--- src/rtl/aes_job_ctrl.sv ---
// aes_job_ctrl: single-job sequencer in front of an AES core.
// It accepts one request, pulses start to the core and waits for finish.
// If finish does not arrive within TIMEOUT_CYCLES cycles, the job is aborted.
// The result or timeout is then held as a response until the downstream side accepts it.
module aes_job_ctrl #(
    parameter int unsigned TIMEOUT_CYCLES = 64
) (
    input  logic         clk,
    input  logic         arst,
    input  logic         req_valid,
    output logic         req_ready,
    input  logic [127:0] req_data,
    input  logic [127:0] req_key,
    input  logic         req_cipher,
    output logic         start,
    output logic [127:0] din,
    output logic [127:0] key_in,
    output logic         cipher,
    input  logic [127:0] dout,
    input  logic         finish,
    output logic         rsp_valid,
    input  logic         rsp_ready,
    output logic [127:0] rsp_data,
    output logic         rsp_timeout,
    output logic         busy,
    output logic [15:0]  jobs_done,
    output logic [7:0]   timeouts
);

    localparam logic [1:0] IDLE  = 2'd0;
    localparam logic [1:0] START = 2'd1;
    localparam logic [1:0] WAIT  = 2'd2;
    localparam logic [1:0] RESP  = 2'd3;

    // Last WAIT-cycle count before the job is declared timed out
    localparam logic [15:0] TCNT_LAST = 16'(TIMEOUT_CYCLES - 1);

    logic [1:0]   state_q,       state_d;
    logic [15:0]  tcnt_q,        tcnt_d;
    logic [127:0] din_q,         din_d;
    logic [127:0] key_q,         key_d;
    logic         cipher_q,      cipher_d;
    logic [127:0] rsp_data_q,    rsp_data_d;
    logic         rsp_timeout_q, rsp_timeout_d;
    logic [15:0]  jobs_done_q,   jobs_done_d;
    logic [7:0]   timeouts_q,    timeouts_d;

    // Handshake and status outputs decoded from the current state
    always_comb begin
        req_ready = (state_q == IDLE) && !arst;
        start     = (state_q == START);
        rsp_valid = (state_q == RESP);
        busy      = (state_q != IDLE);
    end

    assign din         = din_q;
    assign key_in      = key_q;
    assign cipher      = cipher_q;
    assign rsp_data    = rsp_data_q;
    assign rsp_timeout = rsp_timeout_q;
    assign jobs_done   = jobs_done_q;
    assign timeouts    = timeouts_q;

    // Next-state logic for the job FSM, datapath registers and counters
    always_comb begin
        state_d       = state_q;
        tcnt_d        = tcnt_q;
        din_d         = din_q;
        key_d         = key_q;
        cipher_d      = cipher_q;
        rsp_data_d    = rsp_data_q;
        rsp_timeout_d = rsp_timeout_q;
        jobs_done_d   = jobs_done_q;
        timeouts_d    = timeouts_q;

        case (state_q)
            IDLE: begin
                if (req_valid && req_ready) begin
                    din_d    = req_data;
                    key_d    = req_key;
                    cipher_d = req_cipher;
                    state_d  = START;
                end
            end
            START: begin
                tcnt_d  = '0;
                state_d = WAIT;
            end
            WAIT: begin
                // finish takes priority over expiry in the same cycle
                if (finish) begin
                    rsp_data_d    = dout;
                    rsp_timeout_d = 1'b0;
                    state_d       = RESP;
                end else if (tcnt_q == TCNT_LAST) begin
                    rsp_data_d    = '0;
                    rsp_timeout_d = 1'b1;
                    if (timeouts_q != 8'hFF) begin
                        timeouts_d = timeouts_q + 8'd1;
                    end
                    state_d       = RESP;
                end else begin
                    tcnt_d = tcnt_q + 16'd1;
                end
            end
            RESP: begin
                if (rsp_ready) begin
                    jobs_done_d = jobs_done_q + 16'd1;
                    state_d     = IDLE;
                end
            end
            default: state_d = IDLE;
        endcase
    end

    // State registers with synchronous active-high reset
    always_ff @(posedge clk) begin
        if (arst) begin
            state_q       <= IDLE;
            tcnt_q        <= '0;
            din_q         <= '0;
            key_q         <= '0;
            cipher_q      <= 1'b0;
            rsp_data_q    <= '0;
            rsp_timeout_q <= 1'b0;
            jobs_done_q   <= '0;
            timeouts_q    <= '0;
        end else begin
            state_q       <= state_d;
            tcnt_q        <= tcnt_d;
            din_q         <= din_d;
            key_q         <= key_d;
            cipher_q      <= cipher_d;
            rsp_data_q    <= rsp_data_d;
            rsp_timeout_q <= rsp_timeout_d;
            jobs_done_q   <= jobs_done_d;
            timeouts_q    <= timeouts_d;
        end
    end

endmodule

--- config.mk ---
export PLATFORM = sky130hd
export DESIGN_NAME = aes_job_ctrl
export DESIGN_NICKNAME = d
export VERILOG_FILES = /design/src/rtl/aes_job_ctrl.sv
export SDC_FILE = /design/constraint.sdc
export NUM_CORES = 1
export LEC_CHECK = 0
export CAP_MARGIN = 5
export CELL_PAD_IN_SITES_DETAIL_PLACEMENT = 0
export CELL_PAD_IN_SITES_GLOBAL_PLACEMENT = 1
export CORE_AREA = 2 2 317 319
export CTS_BUF_LIST = sky130_fd_sc_hd__clkbuf_16
export DETAILED_ROUTE_END_ITERATION = 16
export DIE_AREA = 0 0 319 321
export PLACE_DENSITY = 0.49
export SYNTH_ARGS = -nofsm -noshare
export SYNTH_HDL_FRONTEND = slang
export SYNTH_SLANG_ARGS = --single-unit
--- constraint.sdc ---
create_clock -name clk -period 3.6 [get_ports clk]
set_input_delay 0.9 -clock clk [delete_from_list [all_inputs] [get_ports clk]]
set_output_delay 0.9 -clock clk [all_outputs]
set_load 0.02 [all_outputs]
==> results of run 1 <==
[worst max path at each step]
stage          cells past startpoint       endpoint  slack, ns
2_1_floorplan                      8        din[90]       0.72
3_3_place_gp                       6   rsp_data[12]       0.46
3_5_place_dp                       6  rsp_data[123]       0.45
4_1_cts                            4      req_ready       0.43
5_1_grt                            4      req_ready       0.32
6_report                           4      req_ready       0.54
[cells in the final DEF (no fill, tap or decap), types with 2 or more instances in the layout]
master                            synthesis  routed
sky130_fd_sc_hd__a21oi_1                 19      18
sky130_fd_sc_hd__a22o_1                 128     128
sky130_fd_sc_hd__a31oi_1                  8       8
sky130_fd_sc_hd__and3_1                   4       4
sky130_fd_sc_hd__and4_1                   3       3
sky130_fd_sc_hd__buf_12                   0       9
sky130_fd_sc_hd__buf_4                    0      16
sky130_fd_sc_hd__clkbuf_16                0      56
sky130_fd_sc_hd__clkdlybuf4s50_1          0     802
sky130_fd_sc_hd__clkinv_1                 0      15
sky130_fd_sc_hd__clkinv_2                 0      10
sky130_fd_sc_hd__clkinvlp_4               0       3
sky130_fd_sc_hd__dfxtp_1                428     428
sky130_fd_sc_hd__diode_2                  0       7
sky130_fd_sc_hd__ha_1                     8       8
sky130_fd_sc_hd__inv_1                   11      24
sky130_fd_sc_hd__inv_6                    0       2
sky130_fd_sc_hd__mux2i_1                  4       4
sky130_fd_sc_hd__nand2_1                276     276
sky130_fd_sc_hd__nand2b_1               266     266
sky130_fd_sc_hd__nand3_1                 18      18
sky130_fd_sc_hd__nand4_1                 11      11
sky130_fd_sc_hd__nor2_1                  17      16
sky130_fd_sc_hd__nor2b_1                  7       7
sky130_fd_sc_hd__nor3_1                   6       6
sky130_fd_sc_hd__nor4_1                   5       5
sky130_fd_sc_hd__o211ai_1                 3       3
sky130_fd_sc_hd__o21a_1                   2       2
sky130_fd_sc_hd__o21ai_0                268     268
sky130_fd_sc_hd__o31ai_1                 10      10
sky130_fd_sc_hd__o41ai_1                  2       2
sky130_fd_sc_hd__or2_2                    2       2
sky130_fd_sc_hd__or3_1                    7       7
sky130_fd_sc_hd__or4_1                   12      12
sky130_fd_sc_hd__or4_4                    3       3
sky130_fd_sc_hd__xnor2_1                  2       2
sky130_fd_sc_hd__xor2_1                   8       8
[metrics by stage]
stage / instances / setup WS [ns]
final: 3785 / 0.5351
after global routing: 3783 / 0.3212
after CTS: 3778 / 0.4339
after detailed placement: 3677 / 0.4525
after global placement: 3677 / 0.4604
after floorplan: 1678 / 0.7223
[metal layers]
metal | GRT usage (%) | up-vias | part of all wire (%)
li1 | - | 7231 | -
met4 | 5.744 | 12 | 3.9
met3 | 4.823 | 120 | 8.6
met2 | 23.01 | 497 | 52
met5 | 0 | - | 0.11
met1 | 12.24 | 6721 | 35
[flip-flops by register name, summed over array words and instances, names as in the netlist]
signal,cells
cipher,1
din,128
jobs_done,16
key_in,128
rsp_data,128
rsp_timeout,1
state_q,2
tcnt_q,16
timeouts,8
[power by group through the flow]
stage                     Clock [mW]  Combinational [mW]  Sequential [mW]
after floorplan                    0                1.23             7.09
after CTS                       5.36                5.07             6.03
after detailed placement           0                5.05             6.12
after global routing            5.55                5.31             6.13
after global placement             0                5.04             6.10
final                           5.11                4.96             6.03
[cells by family (layout without fill, tap and decap cells)]
| group | after synthesis | count (layout) | share of synthesized area [%] |
|---|---|---|---|
| AO/OA/AOI/OAI | 447 | 447 | 18.12 |
| XOR/XNOR | 10 | 10 | 0.5677 |
| adder cells (fa/ha/maj) | 8 | 8 | 0.6487 |
| buffers and inverters | 138 | 940 | 3.406 |
| flip-flops | 428 | 428 | 55.53 |
| multiplexers | 5 | 5 | 0.3325 |
| other | 0 | 7 | 0 |
| AND/OR/NAND/NOR | 642 | 642 | 21.40 |
[final cells by class]
class,count,area [µm²]
timing repair buffer,828,8339
sequential,428,8568
fill,10588,72680
inverter,11,41.29
multi-input combinational,1112,6357
antenna,7,17.52
clock inverter,45,241.5
clock buffer,56,1401
tap,1298,1624
[worst register-to-register path: stages (launching register included)]
cell	delay, ns
sky130_fd_sc_hd__dfxtp_1	0.36
sky130_fd_sc_hd__or4_4	0.58
sky130_fd_sc_hd__o41ai_1	0.59
sky130_fd_sc_hd__a21oi_4	0.33
sky130_fd_sc_hd__buf_4	0.36
sky130_fd_sc_hd__a22o_1	0.28
==> impl_metrics.xml, run 1 <==
<?xml version="1.0" encoding="UTF-8"?>
<metrics>
  <group name="yosys">
    <metric name="ys_warn_count" unit="">0</metric>
    <metric name="ys_async_sr_fraction" unit="%">0</metric>
    <metric name="post_synth_instance_area" unit="µm²">15430</metric>
    <metric name="synth-seq-cells" unit="">428</metric>
    <metric name="synth.area.top_cells" unit="">sky130_fd_sc_hd__dfxtp_1 56%, sky130_fd_sc_hd__nand2b_1 11%, sky130_fd_sc_hd__o21ai_0 8.7%</metric>
    <metric name="synth_top_flop_cell" unit="">sky130_fd_sc_hd__dfxtp_1</metric>
    <metric name="synth_top_cells_by_count" unit="">428 x sky130_fd_sc_hd__dfxtp_1, 276 x sky130_fd_sc_hd__nand2_1, 268 x sky130_fd_sc_hd__o21ai_0</metric>
    <metric name="post_synth_num_cell_types" unit="">43</metric>
    <metric name="mappedNetlistNets" unit="">2076</metric>
    <metric name="synthesis.instances" unit="">1678</metric>
    <metric name="synth_area_per_cell" unit="µm²">9.195</metric>
    <metric name="synth_top_area_cell" unit="">sky130_fd_sc_hd__dfxtp_1</metric>
    <metric name="synth_seq_area_share" unit="%">55.53</metric>
    <metric name="most_frequent_cell_after_synthesis" unit="">sky130_fd_sc_hd__dfxtp_1</metric>
    <metric name="synth.top_cell.area_share" unit="%">55.53</metric>
    <metric name="synth-edff-count" unit="">0</metric>
  </group>
  <group name="grt">
    <metric name="antenna_found_initial" unit="">13</metric>
    <metric name="groute.usage.overall" unit="%">12.47</metric>
    <metric name="grt_pass1_wl" unit="µm">97150</metric>
    <metric name="global_route.overflow_total" unit="">0</metric>
    <metric name="grt_max_degree" unit="">173</metric>
    <metric name="first_global_vias" unit="">14862</metric>
  </group>
  <group name="flow_run">
    <metric name="max_cap_viol_count" unit="">0</metric>
  </group>
  <group name="sta">
    <metric name="setup_viol" unit="">0</metric>
    <metric name="tns" unit="ns">0</metric>
    <metric name="timing_worst_slew_pin_value" unit="ns">0.9731</metric>
    <metric name="fin_worst_skew" unit="ns">0.02170</metric>
    <metric name="period_share" unit="%">85.14</metric>
    <metric name="maximum_frequency_from_static_timing_analysis" unit="MHz">326.3</metric>
    <metric name="fin_hold_ws" unit="ns">0.4705</metric>
    <metric name="timing_max_transition_violations_final" unit="">0</metric>
    <metric name="period_needed" unit="ns">3.065</metric>
    <metric name="unrepaired_setup_endpoints_after_global_routing" unit="">no</metric>
    <metric name="relSlewSlack" unit="%">35.13</metric>
    <metric name="count_of_final_hold_check_violations" unit="">0</metric>
  </group>
  <group name="worst_setup_path">
    <metric name="cp_num_buf_inv" unit="">2</metric>
    <metric name="cp_cell_sequence" unit="">inv_1 &gt; ha_1 &gt; nor2b_1 &gt; clkdlybuf4s50_1</metric>
    <metric name="timing.critical_path.from" unit="">state_q[0]</metric>
    <metric name="library_cell_contributing_the_largest_single_delay_on_the_critical_path" unit="">sky130_fd_sc_hd__clkdlybuf4s50_1</metric>
    <metric name="path_delay_family" unit="">buffers and inverters</metric>
    <metric name="worst-path-max-fanout" unit="">4</metric>
    <metric name="critical-path-max-stage-delay" unit="ns">0.63</metric>
    <metric name="arr_time_crit_path" unit="ns">2.16</metric>
    <metric name="worst_setup_slack_for_register_to_register_paths" unit="ns">1.02</metric>
    <metric name="worstReg2RegStart" unit="">tcnt_q[11]</metric>
    <metric name="crit_required" unit="ns">2.70</metric>
    <metric name="criticalPathCategory" unit="">reg2out</metric>
    <metric name="critical_path.endpoint_type" unit="">output port</metric>
    <metric name="reg2regPathDepth" unit="">5</metric>
    <metric name="critPathLaunchType" unit="">flop</metric>
    <metric name="endpoint_of_the_lowest_slack_register_to_register_path" unit="">rsp_data[23]</metric>
  </group>
  <group name="worst_hold_path">
    <metric name="hold_path_class" unit="">reg2reg</metric>
    <metric name="hold_path_cells" unit="">2</metric>
    <metric name="hold_path.startpoint" unit="">din[88]</metric>
    <metric name="holdPathEnd" unit="">din[88]</metric>
  </group>
  <group name="cts">
    <metric name="cts.hold.buffers_added" unit="">0</metric>
    <metric name="cts.repair_timing.setup_buffer_count" unit="">0</metric>
    <metric name="clock_tree.root_cell" unit="">sky130_fd_sc_hd__clkbuf_16</metric>
    <metric name="cts_num_sinks" unit="">428</metric>
    <metric name="number_of_cells_upsized_or_downsized_after_cts" unit="">0</metric>
    <metric name="cts_max_level" unit="">2</metric>
    <metric name="max-clock-path-buffers" unit="">3</metric>
    <metric name="clk_transition_reported_paths" unit="ns">0.06</metric>
    <metric name="numCtsBuffers" unit="">55</metric>
    <metric name="clk-insertion-delay-late" unit="ns">0.64</metric>
    <metric name="tritoncts_clock_tree" unit="">yes</metric>
  </group>
  <group name="drt">
    <metric name="detail_route.drc_violations" unit="">0</metric>
    <metric name="first_iter_violations" unit="">654</metric>
    <metric name="post_route_antenna_net_violation_count" unit="">0</metric>
    <metric name="num_vias" unit="">14581</metric>
    <metric name="viasPerCell" unit="">3.852</metric>
    <metric name="routed_wire_length_per_instance" unit="µm">17.68</metric>
    <metric name="dr.pass1.iters" unit="">4</metric>
    <metric name="wirelength" unit="µm">66920</metric>
  </group>
  <group name="cells_and_area">
    <metric name="core_utilization_of_the_finished_layout" unit="%">26.78</metric>
    <metric name="final_cell_area" unit="µm²">26590</metric>
    <metric name="drive_above_1_share" unit="%">4.476</metric>
    <metric name="nets" unit="">2834</metric>
    <metric name="area_delta_synth_final" unit="%">72.33</metric>
  </group>
  <group name="power">
    <metric name="p_sw_share" unit="%">33.20</metric>
    <metric name="p_seq_share" unit="%">37.4</metric>
    <metric name="total_power" unit="mW">16.10</metric>
    <metric name="p_leak" unit="nW">9.271</metric>
    <metric name="irDropWorstVdd" unit="mV">0.3467</metric>
    <metric name="power.density_cell_area" unit="nW/µm²">605.7</metric>
    <metric name="p_int" unit="mW">10.76</metric>
    <metric name="clock_group_share_of_total_power" unit="%">31.7</metric>
    <metric name="p_comb_share" unit="%">30.8</metric>
    <metric name="netSwitchingPower" unit="mW">5.346</metric>
  </group>
  <group name="die">
    <metric name="die_y" unit="µm">321</metric>
    <metric name="start_util" unit="%">15.54</metric>
    <metric name="fp.coreArea" unit="µm²">99280</metric>
    <metric name="die_w" unit="µm">319</metric>
    <metric name="die_area" unit="µm²">102400</metric>
    <metric name="top_level_ports" unit="">804</metric>
    <metric name="rows" unit="">116</metric>
  </group>
  <group name="placement">
    <metric name="place.gp.congestion" unit="">0.8077</metric>
    <metric name="portBuffers" unit="">803</metric>
    <metric name="place_area" unit="µm²">24930</metric>
    <metric name="hpwl" unit="µm">50060</metric>
  </group>
  <group name="run_status">
    <metric name="run_status" unit="">complete, no violations</metric>
  </group>
</metrics>
(Power assumes the default switching activity.)
==> run 2, diff against run 1 <==
- CORE_AREA: 2 2 317 319 -> 2 2 309 311
- DIE_AREA: 0 0 319 321 -> 0 0 311 313
- PLACE_DENSITY: 0.49 -> 0.52
- RECOVER_POWER: default -> 100
- clock period: 3.6 -> 2.8 ns (I/O delays scaled with it)
==> impl_metrics.xml, run 2 (same netlist as run 1, synthesis figures left out) <==
<?xml version="1.0" encoding="UTF-8"?>
<metrics>
  <group name="sta">
    <metric name="unrepaired_setup_endpoints_after_global_routing" unit="">no</metric>
    <metric name="setup_viol" unit="">0</metric>
    <metric name="timing_max_transition_violations_final" unit="">0</metric>
    <metric name="timing_worst_slew_pin_value" unit="ns">0.9985</metric>
    <metric name="count_of_final_hold_check_violations" unit="">0</metric>
    <metric name="period_share" unit="%">95.41</metric>
    <metric name="relSlewSlack" unit="%">33.44</metric>
    <metric name="tns" unit="ns">0</metric>
    <metric name="period_needed" unit="ns">2.672</metric>
    <metric name="maximum_frequency_from_static_timing_analysis" unit="MHz">374.3</metric>
    <metric name="fin_worst_skew" unit="ns">0.03010</metric>
  </group>
  <group name="die">
    <metric name="die_y" unit="µm">313</metric>
    <metric name="start_util" unit="%">16.39</metric>
    <metric name="top_level_ports" unit="">804</metric>
    <metric name="rows" unit="">113</metric>
    <metric name="die_area" unit="µm²">97340</metric>
    <metric name="die_w" unit="µm">311</metric>
    <metric name="fp.coreArea" unit="µm²">94160</metric>
  </group>
  <group name="cts">
    <metric name="clk_transition_reported_paths" unit="ns">0.06</metric>
    <metric name="tritoncts_clock_tree" unit="">yes</metric>
    <metric name="cts_max_level" unit="">2</metric>
    <metric name="clk-insertion-delay-late" unit="ns">0.64</metric>
    <metric name="cts.hold.buffers_added" unit="">0</metric>
    <metric name="max-clock-path-buffers" unit="">3</metric>
    <metric name="cts_num_sinks" unit="">428</metric>
    <metric name="cts.repair_timing.setup_buffer_count" unit="">0</metric>
    <metric name="numCtsBuffers" unit="">55</metric>
    <metric name="clock_tree.root_cell" unit="">sky130_fd_sc_hd__clkbuf_16</metric>
  </group>
  <group name="grt">
    <metric name="groute.usage.overall" unit="%">13.10</metric>
    <metric name="grt_max_degree" unit="">181</metric>
    <metric name="first_global_vias" unit="">14881</metric>
    <metric name="grt_pass1_wl" unit="µm">97360</metric>
    <metric name="global_route.overflow_total" unit="">0</metric>
    <metric name="antenna_found_initial" unit="">11</metric>
  </group>
  <group name="worst_setup_path">
    <metric name="arr_time_crit_path" unit="ns">1.97</metric>
    <metric name="criticalPathCategory" unit="">reg2out</metric>
    <metric name="critical_path.endpoint_type" unit="">output port</metric>
    <metric name="crit_required" unit="ns">2.10</metric>
    <metric name="critPathLaunchType" unit="">flop</metric>
    <metric name="worst-path-max-fanout" unit="">7</metric>
  </group>
  <group name="cells_and_area">
    <metric name="final_common_cell" unit="">sky130_fd_sc_hd__dfxtp_1</metric>
    <metric name="mostFrequentLayoutCells" unit="">428 x sky130_fd_sc_hd__dfxtp_1, 410 x sky130_fd_sc_hd__dlygate4sd3_1, 390 x sky130_fd_sc_hd__clkdlybuf4s50_1, 276 x sky130_fd_sc_hd__nand2_1, 269 x sky130_fd_sc_hd__o21ai_0</metric>
    <metric name="nets" unit="">2845</metric>
    <metric name="area_delta_synth_final" unit="%">72.96</metric>
    <metric name="fin_cells" unit="">3765</metric>
    <metric name="drive_above_1_share" unit="%">4.737</metric>
  </group>
  <group name="worst_hold_path">
    <metric name="hold_path_class" unit="">in2reg</metric>
  </group>
  <group name="drt">
    <metric name="dr.pass1.iters" unit="">5</metric>
    <metric name="num_vias" unit="">14683</metric>
    <metric name="viasPerCell" unit="">3.900</metric>
    <metric name="detail_route.drc_violations" unit="">0</metric>
    <metric name="wirelength" unit="µm">67040</metric>
    <metric name="routed_wire_length_per_instance" unit="µm">17.80</metric>
    <metric name="first_iter_violations" unit="">843</metric>
    <metric name="post_route_antenna_net_violation_count" unit="">0</metric>
  </group>
  <group name="placement">
    <metric name="place.detailed.instances" unit="">3655</metric>
    <metric name="place.gp.congestion" unit="">0.8210</metric>
    <metric name="hpwl" unit="µm">50820</metric>
    <metric name="portBuffers" unit="">803</metric>
  </group>
  <group name="power">
    <metric name="power.density_cell_area" unit="nW/µm²">783.0</metric>
    <metric name="irDropWorstVdd" unit="mV">0.4409</metric>
    <metric name="p_leak" unit="nW">10.57</metric>
  </group>
  <group name="run_status">
    <metric name="run_status" unit="">complete, no violations</metric>
  </group>
  <group name="flow_run">
    <metric name="max_cap_viol_count" unit="">0</metric>
  </group>
</metrics>
run 2: changes by cell type in the layout (fill, tap and decap cells not counted), moves of 3 or more:
cell                              change
sky130_fd_sc_hd__clkdlybuf4s50_1    -412
sky130_fd_sc_hd__dlygate4sd3_1      +410
sky130_fd_sc_hd__clkbuf_1            +14
sky130_fd_sc_hd__clkinv_1             -9
sky130_fd_sc_hd__clkinv_2             +7
sky130_fd_sc_hd__buf_4                -6
sky130_fd_sc_hd__bufinv_16            +6
sky130_fd_sc_hd__clkbuf_2             +4
sky130_fd_sc_hd__inv_1                -4
sky130_fd_sc_hd__buf_12               -3
run 2: final timing paths:
kind / depth (start not counted) / endpoint / startpoint / slack (ns)
max: 2 / rsp_valid / state_q[1] / 0.13
min: 2 / jobs_done[1] / arst / 0.36
max reg2reg: 5 / rsp_data[108] / tcnt_q[11] / 0.23
min reg2reg: 2 / din[12] / din[12] / 0.47
run 2: area by class of cell:
cell class	instances	area [µm²]
Clock buffer	55	1376
Antenna cell	9	22.52
Fill cell	9961	67470
Multi-Input combinational cell	1112	6337
Clock inverter	46	437.9
Sequential cell	428	8568
Inverter	11	41.29
Tap cell	1265	1583
Timing Repair Buffer	839	8322
run 2: stage by stage:
step                      worst slack (ns)  utilization (%)  cell area (µm²)  power [mW]  hold WS (ns)
after floorplan                     0.1223                -            15430       10.70        0.4389
after global placement              0.1518            26.56            25010       14.42        0.4587
after detailed placement            0.1482            26.56            25010       14.46        0.4635
after CTS                          0.01384            28.48            26820       21.90        0.2857
after global routing              0.006875            28.33            26670       22.05        0.3223
final                               0.1284            28.34            26690       20.90        0.3587
run 2: routing by layer:
metal	global-route usage, %	routed length (µm)	part of all wire [%]
met1	13.71	24530	37
met2	24.21	35080	52
met3	5.009	5626	8.4
met4	3.843	1743	2.6
met5	0	54	0.081
run 2: timing repair:
| action | 4_1_cts | 5_1_grt |
|---|---|---|
| gates cloned | 0 | 0 |
| setup endpoints to repair | 1 | 1 |
| resized for setup | 1 | 1 |
run 2: worst max-delay path, cell delays in order (launching register included):
cell	delay [ns]
sky130_fd_sc_hd__dfxtp_1	0.37
sky130_fd_sc_hd__ha_1	0.31
sky130_fd_sc_hd__clkdlybuf4s50_1	0.66
run 2: power by group:
part | internal, mW | switching, mW | total [mW]
sequential | 7.18 | 0.539 | 7.72
clock | 4.23 | 2.97 | 7.20
combinational | 2.54 | 3.44 | 5.98
total | 13.9 | 6.95 | 20.9
==> run 3, diff against run 2 <==
- TNS_END_PERCENT: default -> 50
==> results of run 3 <==
No change in the layout: final DEF, timing and power equal those of run 2.
